[src/rtl/tft_window_scanner_pkg.sv]
// tft_window_scanner_pkg: shared defaults, FSM state and scan-mode encodings for the window scanner.
package tft_window_scanner_pkg;
    localparam int H_PIXELS_DEF = 480;
    localparam int V_PIXELS_DEF = 272;
    typedef enum logic [1:0] {
        ST_IDLE  = 2'd0,
        ST_SETUP = 2'd1,
        ST_RUN   = 2'd2,
        ST_DONE  = 2'd3
    } state_t;
    typedef enum logic {
        SCAN_ROW = 1'b0,
        SCAN_COL = 1'b1
    } scan_t;
endpackage

[src/rtl/tft_window_scanner_addr_calc.sv]
// tft_window_scanner_addr_calc: combinational framebuffer address of one pixel for either scan order.
module tft_window_scanner_addr_calc
    import tft_window_scanner_pkg::*;
#(
    parameter int H_PIXELS = H_PIXELS_DEF,
    parameter int V_PIXELS = V_PIXELS_DEF,
    parameter int X_W      = 9,
    parameter int Y_W      = 9,
    parameter int ADDR_W   = 17
) (
    input  logic [X_W-1:0]    x,
    input  logic [Y_W-1:0]    y,
    input  logic              col_major,
    output logic [ADDR_W-1:0] addr
);
    always_comb
        addr = (scan_t'(col_major) == SCAN_COL) ? ADDR_W'(x) * ADDR_W'(V_PIXELS) + ADDR_W'(y)
                                                : ADDR_W'(y) * ADDR_W'(H_PIXELS) + ADDR_W'(x);
endmodule

[src/rtl/tft_window_scanner.sv]
// tft_window_scanner: walks a clamped pixel window and streams (x, y, addr) beats over valid/ready.
module tft_window_scanner
    import tft_window_scanner_pkg::*;
#(
    parameter int H_PIXELS = H_PIXELS_DEF,
    parameter int V_PIXELS = V_PIXELS_DEF,
    parameter int X_W      = 9,
    parameter int Y_W      = 9,
    parameter int ADDR_W   = 17
) (
    input  logic              clk,
    input  logic              rst_n,
    input  logic              start,
    input  logic              abort,
    input  logic              col_major,
    input  logic [X_W-1:0]    win_x0,
    input  logic [Y_W-1:0]    win_y0,
    input  logic [X_W-1:0]    win_x1,
    input  logic [Y_W-1:0]    win_y1,
    output logic              out_valid,
    input  logic              out_ready,
    output logic [X_W-1:0]    out_x,
    output logic [Y_W-1:0]    out_y,
    output logic [ADDR_W-1:0] out_addr,
    output logic              out_last,
    output logic              busy,
    output logic              done
);
    localparam logic [X_W-1:0] X_MAX = X_W'(H_PIXELS - 1);
    localparam logic [Y_W-1:0] Y_MAX = Y_W'(V_PIXELS - 1);

    state_t              state_q, state_d;
    logic                col_q, col_d, more_q, more_d, ov_q, ov_d, ol_q, ol_d;
    logic [X_W-1:0]      x0_q, x0_d, x1_q, x1_d, cx_q, cx_d, ox_q, ox_d, xa, xb, xc1;
    logic [Y_W-1:0]      y0_q, y0_d, y1_q, y1_d, cy_q, cy_d, oy_q, oy_d, ya, yb, yc1;
    logic [ADDR_W-1:0]   ca_q, ca_d, oa_q, oa_d, base;
    logic                fire, load, gen_last, step_inner;

    // Clamping works on the raw corners latched at start; only meaningful during SETUP.
    assign xa  = x0_q > X_MAX ? X_MAX : x0_q;
    assign xb  = x1_q > X_MAX ? X_MAX : x1_q;
    assign xc1 = xb < xa ? xa : xb;
    assign ya  = y0_q > Y_MAX ? Y_MAX : y0_q;
    assign yb  = y1_q > Y_MAX ? Y_MAX : y1_q;
    assign yc1 = yb < ya ? ya : yb;

    tft_window_scanner_addr_calc #(
        .H_PIXELS(H_PIXELS), .V_PIXELS(V_PIXELS), .X_W(X_W), .Y_W(Y_W), .ADDR_W(ADDR_W)
    ) u_addr_calc (
        .x(xa), .y(ya), .col_major(col_q), .addr(base)
    );

    // Counters hold the next beat to issue; the output stage refills whenever it empties or transfers.
    assign fire       = ov_q & out_ready;
    assign load       = (state_q == ST_RUN) & more_q & (~ov_q | fire);
    assign gen_last   = (cx_q == x1_q) & (cy_q == y1_q);
    assign step_inner = col_q ? (cy_q < y1_q) : (cx_q < x1_q);

    always_ff @(posedge clk or negedge rst_n)
        if (!rst_n) state_q <= ST_IDLE;
        else        state_q <= state_d;

    always_comb
        state_d = abort                                  ? ST_IDLE  :
                  (state_q == ST_IDLE && start)          ? ST_SETUP :
                  (state_q == ST_SETUP)                  ? ST_RUN   :
                  (state_q == ST_RUN && fire && ol_q)    ? ST_DONE  :
                  (state_q == ST_DONE)                   ? ST_IDLE  : state_q;

    always_comb begin
        col_d  = col_q;  x0_d = x0_q; x1_d = x1_q; y0_d = y0_q; y1_d = y1_q;
        cx_d   = cx_q;   cy_d = cy_q; ca_d = ca_q; more_d = more_q;
        ov_d   = ov_q;   ox_d = ox_q; oy_d = oy_q; oa_d = oa_q; ol_d = ol_q;
        if (state_q == ST_IDLE && start && !abort) begin
            col_d = col_major; x0_d = win_x0; y0_d = win_y0; x1_d = win_x1; y1_d = win_y1;
        end
        if (state_q == ST_SETUP) begin
            x0_d = xa; x1_d = xc1; y0_d = ya; y1_d = yc1;
            cx_d = xa; cy_d = ya; ca_d = base; more_d = 1'b1;
        end
        if (load) begin
            ox_d = cx_q; oy_d = cy_q; oa_d = ca_q; ol_d = gen_last; ov_d = 1'b1; more_d = ~gen_last;
            if (step_inner) begin
                cx_d = col_q ? cx_q : cx_q + X_W'(1);
                cy_d = col_q ? cy_q + Y_W'(1) : cy_q;
                ca_d = ca_q + ADDR_W'(1);
            end else if (col_q) begin
                cy_d = y0_q;
                cx_d = cx_q + X_W'(1);
                ca_d = ca_q + ADDR_W'(V_PIXELS) - ADDR_W'(y1_q - y0_q);
            end else begin
                cx_d = x0_q;
                cy_d = cy_q + Y_W'(1);
                ca_d = ca_q + ADDR_W'(H_PIXELS) - ADDR_W'(x1_q - x0_q);
            end
        end else if (fire) begin
            ov_d = 1'b0;
        end
        if (abort) begin
            ov_d   = 1'b0;
            more_d = 1'b0;
        end
    end

    always_ff @(posedge clk or negedge rst_n)
        if (!rst_n) begin
            col_q <= 1'b0; x0_q <= '0; x1_q <= '0; y0_q <= '0; y1_q <= '0;
            cx_q  <= '0;   cy_q <= '0; ca_q <= '0; more_q <= 1'b0;
            ov_q  <= 1'b0; ox_q <= '0; oy_q <= '0; oa_q <= '0; ol_q <= 1'b0;
        end else begin
            col_q <= col_d; x0_q <= x0_d; x1_q <= x1_d; y0_q <= y0_d; y1_q <= y1_d;
            cx_q  <= cx_d;  cy_q <= cy_d; ca_q <= ca_d; more_q <= more_d;
            ov_q  <= ov_d;  ox_q <= ox_d; oy_q <= oy_d; oa_q <= oa_d; ol_q <= ol_d;
        end

    always_comb begin
        out_valid = ov_q;
        out_x     = ox_q;
        out_y     = oy_q;
        out_addr  = oa_q;
        out_last  = ol_q & ov_q;
        busy      = state_q != ST_IDLE;
        done      = state_q == ST_DONE;
    end
endmodule
[config.mk]
export PLATFORM = sky130hd
export DESIGN_NAME = tft_window_scanner
export DESIGN_NICKNAME = d
export VERILOG_FILES = /design/src/rtl/tft_window_scanner_pkg.sv /design/src/rtl/tft_window_scanner_addr_calc.sv /design/src/rtl/tft_window_scanner.sv
export SDC_FILE = /design/constraint.sdc
export NUM_CORES = 1
export LEC_CHECK = 0
export BUFFER_PORTS_ARGS = -buffer_cell sky130_fd_sc_hd__buf_2
export CAP_MARGIN = 10
export CORE_ASPECT_RATIO = 1.75
export CORE_MARGIN = 5
export CORE_UTILIZATION = 35
export DETAILED_ROUTE_END_ITERATION = 8
export GPL_ROUTABILITY_DRIVEN = 1
export HOLD_SLACK_MARGIN = 0.05
export MAX_ROUTING_LAYER = met4
export PLACE_DENSITY_LB_ADDON = 0.3
export SETUP_SLACK_MARGIN = 0.05
export SLEW_MARGIN = 10
export SYNTH_ARGS = -nofsm -noshare
export SYNTH_HDL_FRONTEND = slang
export SYNTH_SLANG_ARGS = --single-unit
[constraint.sdc]
create_clock -name clk -period 6.1 [get_ports clk]
set_clock_uncertainty 0.15 [all_clocks]
set_input_delay 0.305 -clock clk [delete_from_list [all_inputs] [get_ports clk]]
set_output_delay 0.305 -clock clk [all_outputs]
set_load 0.02 [all_outputs]
Word-level counts from Yosys, hierarchy flattened
Index checks and enable logic that the tools add are counted.
{ "word_totals": {"register_bits": 112, "out_inout_bits": 39, "elab_cells": 106} }
{ "op_classes": {"addsub": 11, "n_mul": 2, "n_lt_le_gt_ge": 8, "n_eq_ne": 7, "n_mux": 41, "bitwise_logic": 8, "reduce_logical": 14} }
{ "ops": {"columns": ["op", "n"], "rows": [
  ["$mux W9", 24],
  ["$mux W17", 5],
  ["$gt A9 B9 Y1 const B", 4],
  ["$lt A9 B9 Y1", 4],
  ["$add A17 B9 Y17", 2],
  ["$add A17 B9 Y17 const B", 2],
  ["$sub A17 B17 Y17", 2],
  ["$sub A9 B9 Y10", 2],
  ["$add A9 B1 Y9 const B", 2],
  ["$eq A9 B9 Y1", 2],
  ["$add A17 B1 Y17 const B", 1],
  ["$mul A9 B5 Y13 const B", 1],
  ["$mul A9 B4 Y12 const B", 1],
  ["$mux W2", 5],
  ["$mux W1", 7],
  ["$ne A3 B3 Y1 const B", 2],
  ["$reduce_bool A2 Y1", 3],
  ["$reduce_bool A3 Y1", 2],
  ["$and A1 B1 Y1", 5],
  ["$reduce_bool A5 Y1", 1],
  ["$eq A2 B2 Y1 const B", 2],
  ["$logic_and A1 B1 Y1", 4],
  ["$reduce_and A2 Y1", 2],
  ["$eq A2 B1 Y1 const B", 1],
  ["4 further kinds", 5]
]} }

Longest topological paths before layout
Gate-level depths: netlist of the first run.
{ "depth": {"word_depth": 7, "mapped_depth": 23, "depth_no_buf": 23} }

Hierarchy
Synthesis of the first run repeated with hierarchy kept, for this count alone.
{ "hier_totals": {"cells_unflattened": 1398, "area_unflattened_um2": 11452.2} }
{ "modules_own_cells": {"columns": ["mod", "n_inst", "cells_per_inst", "area_per_inst_um2", "seq_area_each_um2"], "rows": [
  ["tft_window_scanner", 1, 1149, 9500.4, 2802.7],
  ["tft_window_scanner_addr_calc", 1, 249, 1951.9, 0.0]
]} }

Least setup slack after synthesis of the first run
No wires, ideal clock.
{ "synth_path": {"kind": "register -> register", "from": "register y0_q[4]", "to": "register ca_q[16]", "t_arrival_ns": 4.690, "t_required_ns": 5.826, "path_slack_ns": 1.136, "stages_incl_launch_ff": 15, "path_buffers": 0, "synth_period_minus_slack_ns": 4.964, "cell_sequence": "dfrtp_1 > o41a_2 > nor2_1 > fa_1 > fa_1 > inv_1 > ha_1 > a21o_2 > o41a_1 > a31o_2 > xnor2_1 > or4_1 > a31oi_1 > a21oi_1 > a211o_1"} }
{ "synth_between": {"elab_chain_cells": 7} }
{ "synth_rtl": {"columns": ["item", "line_no", "source"], "rows": [
  ["from (decl)", "tft_window_scanner.sv:35", "logic [Y_W-1:0] y0_q, y0_d, y1_q, y1_d, cy_q, cy_d, oy_q, oy_d, ya, yb, yc1;"],
  ["from (signal assigned)", "tft_window_scanner.sv:107", "col_q <= 1'b0; x0_q <= '0; x1_q <= '0; y0_q <= '0; y1_q <= '0;"],
  ["from (signal assigned)", "tft_window_scanner.sv:111", "col_q <= col_d; x0_q <= x0_d; x1_q <= x1_d; y0_q <= y0_d; y1_q <= y1_d;"],
  ["$gt A9 B9 Y1", "tft_window_scanner.sv:43", "assign ya = y0_q > Y_MAX ? Y_MAX : y0_q;"],
  ["$mux W9", "tft_window_scanner.sv:43", null],
  ["$mul A9 B4 Y12", "tft_window_scanner_addr_calc.sv:18", ": ADDR_W'(y) * ADDR_W'(H_PIXELS) + ADDR_W'(x);"],
  ["$add A17 B9 Y17", "tft_window_scanner_addr_calc.sv:18", null],
  ["$mux W17", "tft_window_scanner_addr_calc.sv:17", "addr = (scan_t'(col_major) == SCAN_COL) ? ADDR_W'(x) * ADDR_W'(V_PIXELS) + ADDR_W'(y)"],
  ["$mux W17", "tft_window_scanner.sv:77", "if (state_q == ST_SETUP) begin"],
  ["$mux W17 (*)", "tft_window_scanner.sv:81", "if (load) begin"],
  ["to (signal assigned)", "tft_window_scanner.sv:108", "cx_q <= '0; cy_q <= '0; ca_q <= '0; more_q <= 1'b0;"],
  ["to (signal assigned)", "tft_window_scanner.sv:112", "cx_q <= cx_d; cy_q <= cy_d; ca_q <= ca_d; more_q <= more_d;"],
  ["to (decl)", "tft_window_scanner.sv:36", "logic [ADDR_W-1:0] ca_q, ca_d, oa_q, oa_d, base;"]
]} }
Mark *: on every way between the ends. The rest lies on a longest branch, timed or not. The select of a mux whose other input is x is not followed.
A chain may end at the register's enable or synchronous reset.

Final worst setup path of the first run
Ends and elaborated chain as after synthesis.

==> results of run 1 <==
sequential cells by signal, indices dropped and copies added, names as in the netlist:
signal     cells
more_q         1
y1_q           9
x0_q           9
ca_q          17
out_x          9
cx_q           9
out_y          9
out_addr      17
col_q          1
y0_q           9
ol_q           1
out_valid      1
cy_q           9
state_q        2
x1_q           9
final timing paths:
check                               end  depth (start not counted)  slack, ps          from
max                            ca_q[16]                         17       1050       y0_q[4]
min                             x0_q[1]                          3         70     win_x0[1]
max reg2reg                    ca_q[16]                         17       1050       y0_q[4]
min reg2reg                out_addr[14]                          2        320  out_addr[14]
max in group asynchronous         col_q                          3       4020         rst_n
min in group asynchronous      out_x[5]                          2        280         rst_n
worst max-delay path: stages, from the launching register on:
cell and delay, ps:
dfrtp_1 430, o41a_2 580, or2_1 300, inv_1 130
fa_1 420, inv_1 90, fa_1 440, inv_1 80
fa_1 200, and2b_1 210, o2111ai_1 250, nand3b_1 160
xor2_2 200, o2111ai_1 200, or4_1 500, a31oi_1 210
a21oi_1 100, a211o_1 270
routing by layer:
layer  track usage  vias up  wire length, µm
met3       0.02186       71             1052
met5             -        -                0
met1        0.2207     4623            13220
li1              -     4725                -
met4       0.08366        0             1307
met2        0.3458      242            17300
cell type report:
cell class / count / share of cell area
inverters: 122 / 0.03769
well taps: 391 / 0.04026
clock buffers: 10 / 0.01884
repair buffers: 118 / 0.06219
clock inverters: 6 / 0.004942
flip-flops and latches: 112 / 0.2307
multi-input cells: 1021 / 0.6053
placed cells by master, fill, tap and decap left out, types with 6 or more instances in the layout:
| cell type | synthesis | layout |
|---|---|---|
| o21ai_0 | 74 | 74 |
| nor3_1 | 21 | 20 |
| a211o_1 | 6 | 6 |
| a21oi_1 | 107 | 106 |
| dfrtp_1 | 112 | 111 |
| a211oi_1 | 13 | 13 |
| buf_4 | 0 | 12 |
| fa_1 | 22 | 22 |
| o22ai_1 | 14 | 14 |
| inv_1 | 122 | 122 |
| nor2b_1 | 13 | 11 |
| buf_2 | 5 | 79 |
| a31oi_1 | 13 | 13 |
| nor2_1 | 65 | 65 |
| o21a_1 | 10 | 10 |
| ha_1 | 150 | 150 |
| o211ai_1 | 22 | 22 |
| and3_1 | 14 | 14 |
| and2_1 | 6 | 6 |
| xor2_1 | 32 | 32 |
| nand2b_1 | 16 | 15 |
| nand4_1 | 10 | 10 |
| xnor2_1 | 53 | 53 |
| dlygate4sd3_1 | 0 | 27 |
| a221o_1 | 6 | 6 |
| mux2i_1 | 16 | 16 |
| nand3_1 | 37 | 37 |
| or2_2 | 10 | 10 |
| o22a_1 | 9 | 9 |
| clkbuf_16 | 0 | 9 |
| a21o_1 | 23 | 23 |
| o21bai_1 | 6 | 6 |
| nand2_1 | 182 | 182 |
cells by family (layout without fill, tap and decap cells):
family | after synthesis | in the layout | synth area share
simple gates | 398 | 398 | 0.1702
buf+inv | 175 | 256 | 0.06454
mux | 18 | 18 | 0.01686
fa+ha+maj | 172 | 172 | 0.2138
flops | 112 | 112 | 0.2586
compound gates | 346 | 346 | 0.2043
xor+xnor | 87 | 87 | 0.07170
timing repair:
item,CTS,global route
resized for setup,0,0
setup buffers,0,0
endpoints found under the hold margin,67,0
hold buffers,27,0
metrics by stage:
step / utilization / hold WS (ps) / std cells / instance area (µm²)
floorplan: - / -140.6 / 1308 / 10840
global placement: 0.3770 / 184.7 / 1737 / 11590
detailed placement: 0.3770 / 183.1 / 1737 / 11590
CTS: 0.3952 / 50.97 / 1780 / 12150
global route: 0.3954 / 78.96 / 1780 / 12150
finish: 0.3954 / 67.70 / 1780 / 12150
==> results.cfg, run 1 <==
[status]
status = complete, no violations

[clock_tree]
insertion_delay_ps = 390
clk_path_buf_depth = 2
cts_sinks = 112
cts_root_buffer = clkbuf_16
cts_tree = done
cts_htree_levels = 3
cts_buffers = 9
path_clk_slew_ps = 80

[sta]
rsz0062_at_grt = no
post-route-period-util = 0.8271
slew_headroom = 0.2257
setup_viol = 0
drv_slew = 0
timing_hold_violations_final = 0
timing.fmax_mhz = 198.2
worstMarginPinSlew_ps = 1155
finalSetupTns_ps = 0
period_needed_ps = 5046
fin_ws_ps = 1054

[logic_synthesis]
syn_inst = 1308
ys_ff_latch = 112
synth_nets = 1522
synth_area_leaders = dfrtp_1 (26%), ha_1 (17%), nand2_1 (6.3%)
synth_async_sr_flop_share = 1.000
synth_edf_count = 0
synth_commonest_cells = nand2_1 (182), ha_1 (150), inv_1 (122), dfrtp_1 (112), a21oi_1 (107)
synth_top_area_share = 0.2586
synth_most_common_cell = nand2_1
netlist_area_um2 = 10840
ys_seq_area_frac = 0.2586
yosysWarnings = 0
ys_types = 81
synth_area_leader_cell = dfrtp_1
syn_area_per_cell_um2 = 8.285
ys.flop_type = dfrtp_1

[global_route]
grt_max_degree = 74
track_usage = 0.1958
grt_pass1_wl_um = 52250
grt_pass1_vias = 10020
antenna_found_initial = 0
overflow = 0

[placed_design]
post-place-ws_ps = 1076
port_buffers = 80
gp_congestion = 0.9361
dp_hpwl_um = 25900

[die]
start_util = 0.3526
io-pin-count = 81
fp.dieH_um = 242.8
core-area_um2 = 30740
die_area_um2 = 34720
fp.dieW_um = 143.0
num_rows = 85

[critical_path]
crit_type = flip-flop to flip-flop
endpoint_kind = flip-flop
crit_arrival_ps = 5170
cp-start-kind = flip-flop
cp_max_fo = 7
crit_required_ps = 6220

[hold_path]
hold_class = input port to flip-flop

[layout]
n_fill_cell = 3200
drive_above_1_share = 0.1051
fin_nets = 1598
syn2layout_area_growth_pct = 12.14
antennaDiodeCount = 0
register_area_um2 = 2804
multiInputGateArea_um2 = 7356

[drt]
drc = 0
first_iter_violations = 631
wl_um = 32880
drtPass1Iterations = 7
ant_nets = 0
routedWlPerCell_um = 18.47
via_count = 9661
via_per_inst = 5.428

[flow_run]
drv_cap = 0
Power of run 1 is left out: the tool's default activity adds up to more than one toggle a clock period on the data nets, which glitch-free logic cannot reach.
==> inputs of run 2 (changes only) <==
- clock period: 6.1 -> 5 ns (I/O delays scaled with it)
==> run 2 against run 1 <==
  * Wire length is 2.1% higher
  * Register-to-register slack lost 840 ps
  * Critical path depth decreased by 1
  * First-iteration DRC count down 9.0%
  * Final area up 3.9%
  * Worst setup slack got worse by 840 ps
  * Die area unchanged
  * Via count is 1.7% higher
  * Global-route usage about the same
  * Largest cell class unchanged
  * Highest routed layer unchanged
==> results.cfg, run 2 (synthesis results as in run 1) <==
[critical_path]
r2r-start = y0_q[5]
slowest_delay_ps = 580
path_buf_inv = 2
crit_top_cell = fa_1
endpoint_kind = flip-flop
slowest_stage = o41a_4
cp_max_fo = 6
r2r_end = ca_q[16]
worstPathCellList = o41a_4 > or2_4 > inv_4 > fa_1 > inv_2 > fa_1 > ha_2 > a21oi_4 > a21oi_2 > o41a_1 > a31o_2 > xnor2_1 > or4_1 > a31oi_1 > a21oi_1 > a211o_1
ff2ff_setup_slack_ps = 220
cp-start-kind = flip-flop
ff2ff_path_depth = 16
cp_top_family = compound AO/OA/AOI/OAI gates
crit_required_ps = 5120
crit_type = flip-flop to flip-flop
crit_arrival_ps = 4910

[layout]
stdcell_count = 1819
final_cell_mix = nand2_1 (182), ha_1 (146), inv_1 (120)
register_area_um2 = 2805
design_area_um2 = 12630
layout_commonest_cell = nand2_1
post-route-util = 0.4109
fin_nets = 1637
syn2layout_area_growth_pct = 16.55
drive_above_1_share = 0.1394
antennaDiodeCount = 0
multiInputGateArea_um2 = 7503
n_fill_cell = 3129

[drt]
drtPass1Iterations = 5
first_iter_violations = 574
routedWlPerCell_um = 18.46
drc = 0
via_per_inst = 5.399
ant_nets = 0
wl_um = 33580
via_count = 9821

[clock_tree]
cts_sinks = 112
path_clk_slew_ps = 80
cts_htree_levels = 3
cts_buffers = 9
cts_tree = done
insertion_delay_ps = 380
clk_path_buf_depth = 2
cts_root_buffer = clkbuf_16

[sta]
rsz0062_at_grt = no
drv_slew = 0
timing.fmax_mhz = 209.1
worstMarginPinSlew_ps = 1062
fin_ws_ps = 217.7
setup_viol = 0
post-route-period-util = 0.9565
period_needed_ps = 4782
timing_hold_violations_final = 0
slew_headroom = 0.2919

[hold_path]
hold_end = y1_q[0]
hold_class = input port to flip-flop
whs_path_depth = 3
min_from = win_y1[0]

[die]
die_area_um2 = 34720
fp.dieH_um = 242.8
io-pin-count = 81
start_util = 0.3526
fp.dieW_um = 143.0
num_rows = 85
core-area_um2 = 30740

[global_route]
grt_pass1_wl_um = 52200
grt_pass1_vias = 9899
overflow = 0
grt_max_degree = 72
antenna_found_initial = 0
track_usage = 0.1960

[placed_design]
post-place-ws_ps = -41.35
port_buffers = 80
postPlaceCellArea_um2 = 11770
gp_congestion = 0.9315
dp_hpwl_um = 26390
dp.cells = 1761

[status]
status = complete, no violations

[flow_run]
drv_cap = 0
-- run 2: worst max path at each step --
stage | from | endpoint | slack [ps] | depth (start not counted)
floorplan | y0_q[4] | ca_q[16] | 90 | 15
global placement | y0_q[4] | ca_q[16] | 50 | 15
detailed placement | y0_q[4] | ca_q[16] | -40 | 15
CTS | y0_q[4] | ca_q[16] | 60 | 17
global route | y0_q[5] | ca_q[16] | 30 | 15
finish | y0_q[5] | ca_q[16] | 220 | 16
-- run 2: repair_timing --
| item | CTS | global route |
|---|---|---|
| endpoints found under the setup margin | 1 | 3 |
| endpoints found under the hold margin | 105 | 0 |
| hold buffers | 35 | 0 |
| setup buffers | 0 | 7 |
| pin swaps | 0 | 25 |
| gates resized for setup | 3 | 29 |
-- run 2: per-layer routing --
metal / vias up / global-route usage / part of all wire
met3: 91 / 0.02166 / 0.027
met4: 0 / 0.09877 / 0.053
li1: 4814 / - / -
met1: 4698 / 0.2168 / 0.40
met5: - / - / 0
met2: 218 / 0.3433 / 0.52
-- run 2: tightest hold or removal path: stages --
cell	delay [ps]
buf_2	100
nand2_1	80
a31oi_1	130
-- run 2: layout make-up --
class	instances	share of cell area
clock buffer	11	0.01922
clock inverter	5	0.004161
inverter	122	0.03646
multi-input combinational	1021	0.5941
sequential	112	0.2221
tap	391	0.03874
timing repair buffer	157	0.08520
-- run 2: metrics by stage --
stage                     hold slack (ps)  setup TNS [ps]
after floorplan                    -195.6               0
after global placement              300.7               0
after detailed placement            301.9          -41.35
after CTS                           54.85               0
after global routing                62.64               0
final                               74.77               0
Power of run 2 is left out for the same reason.
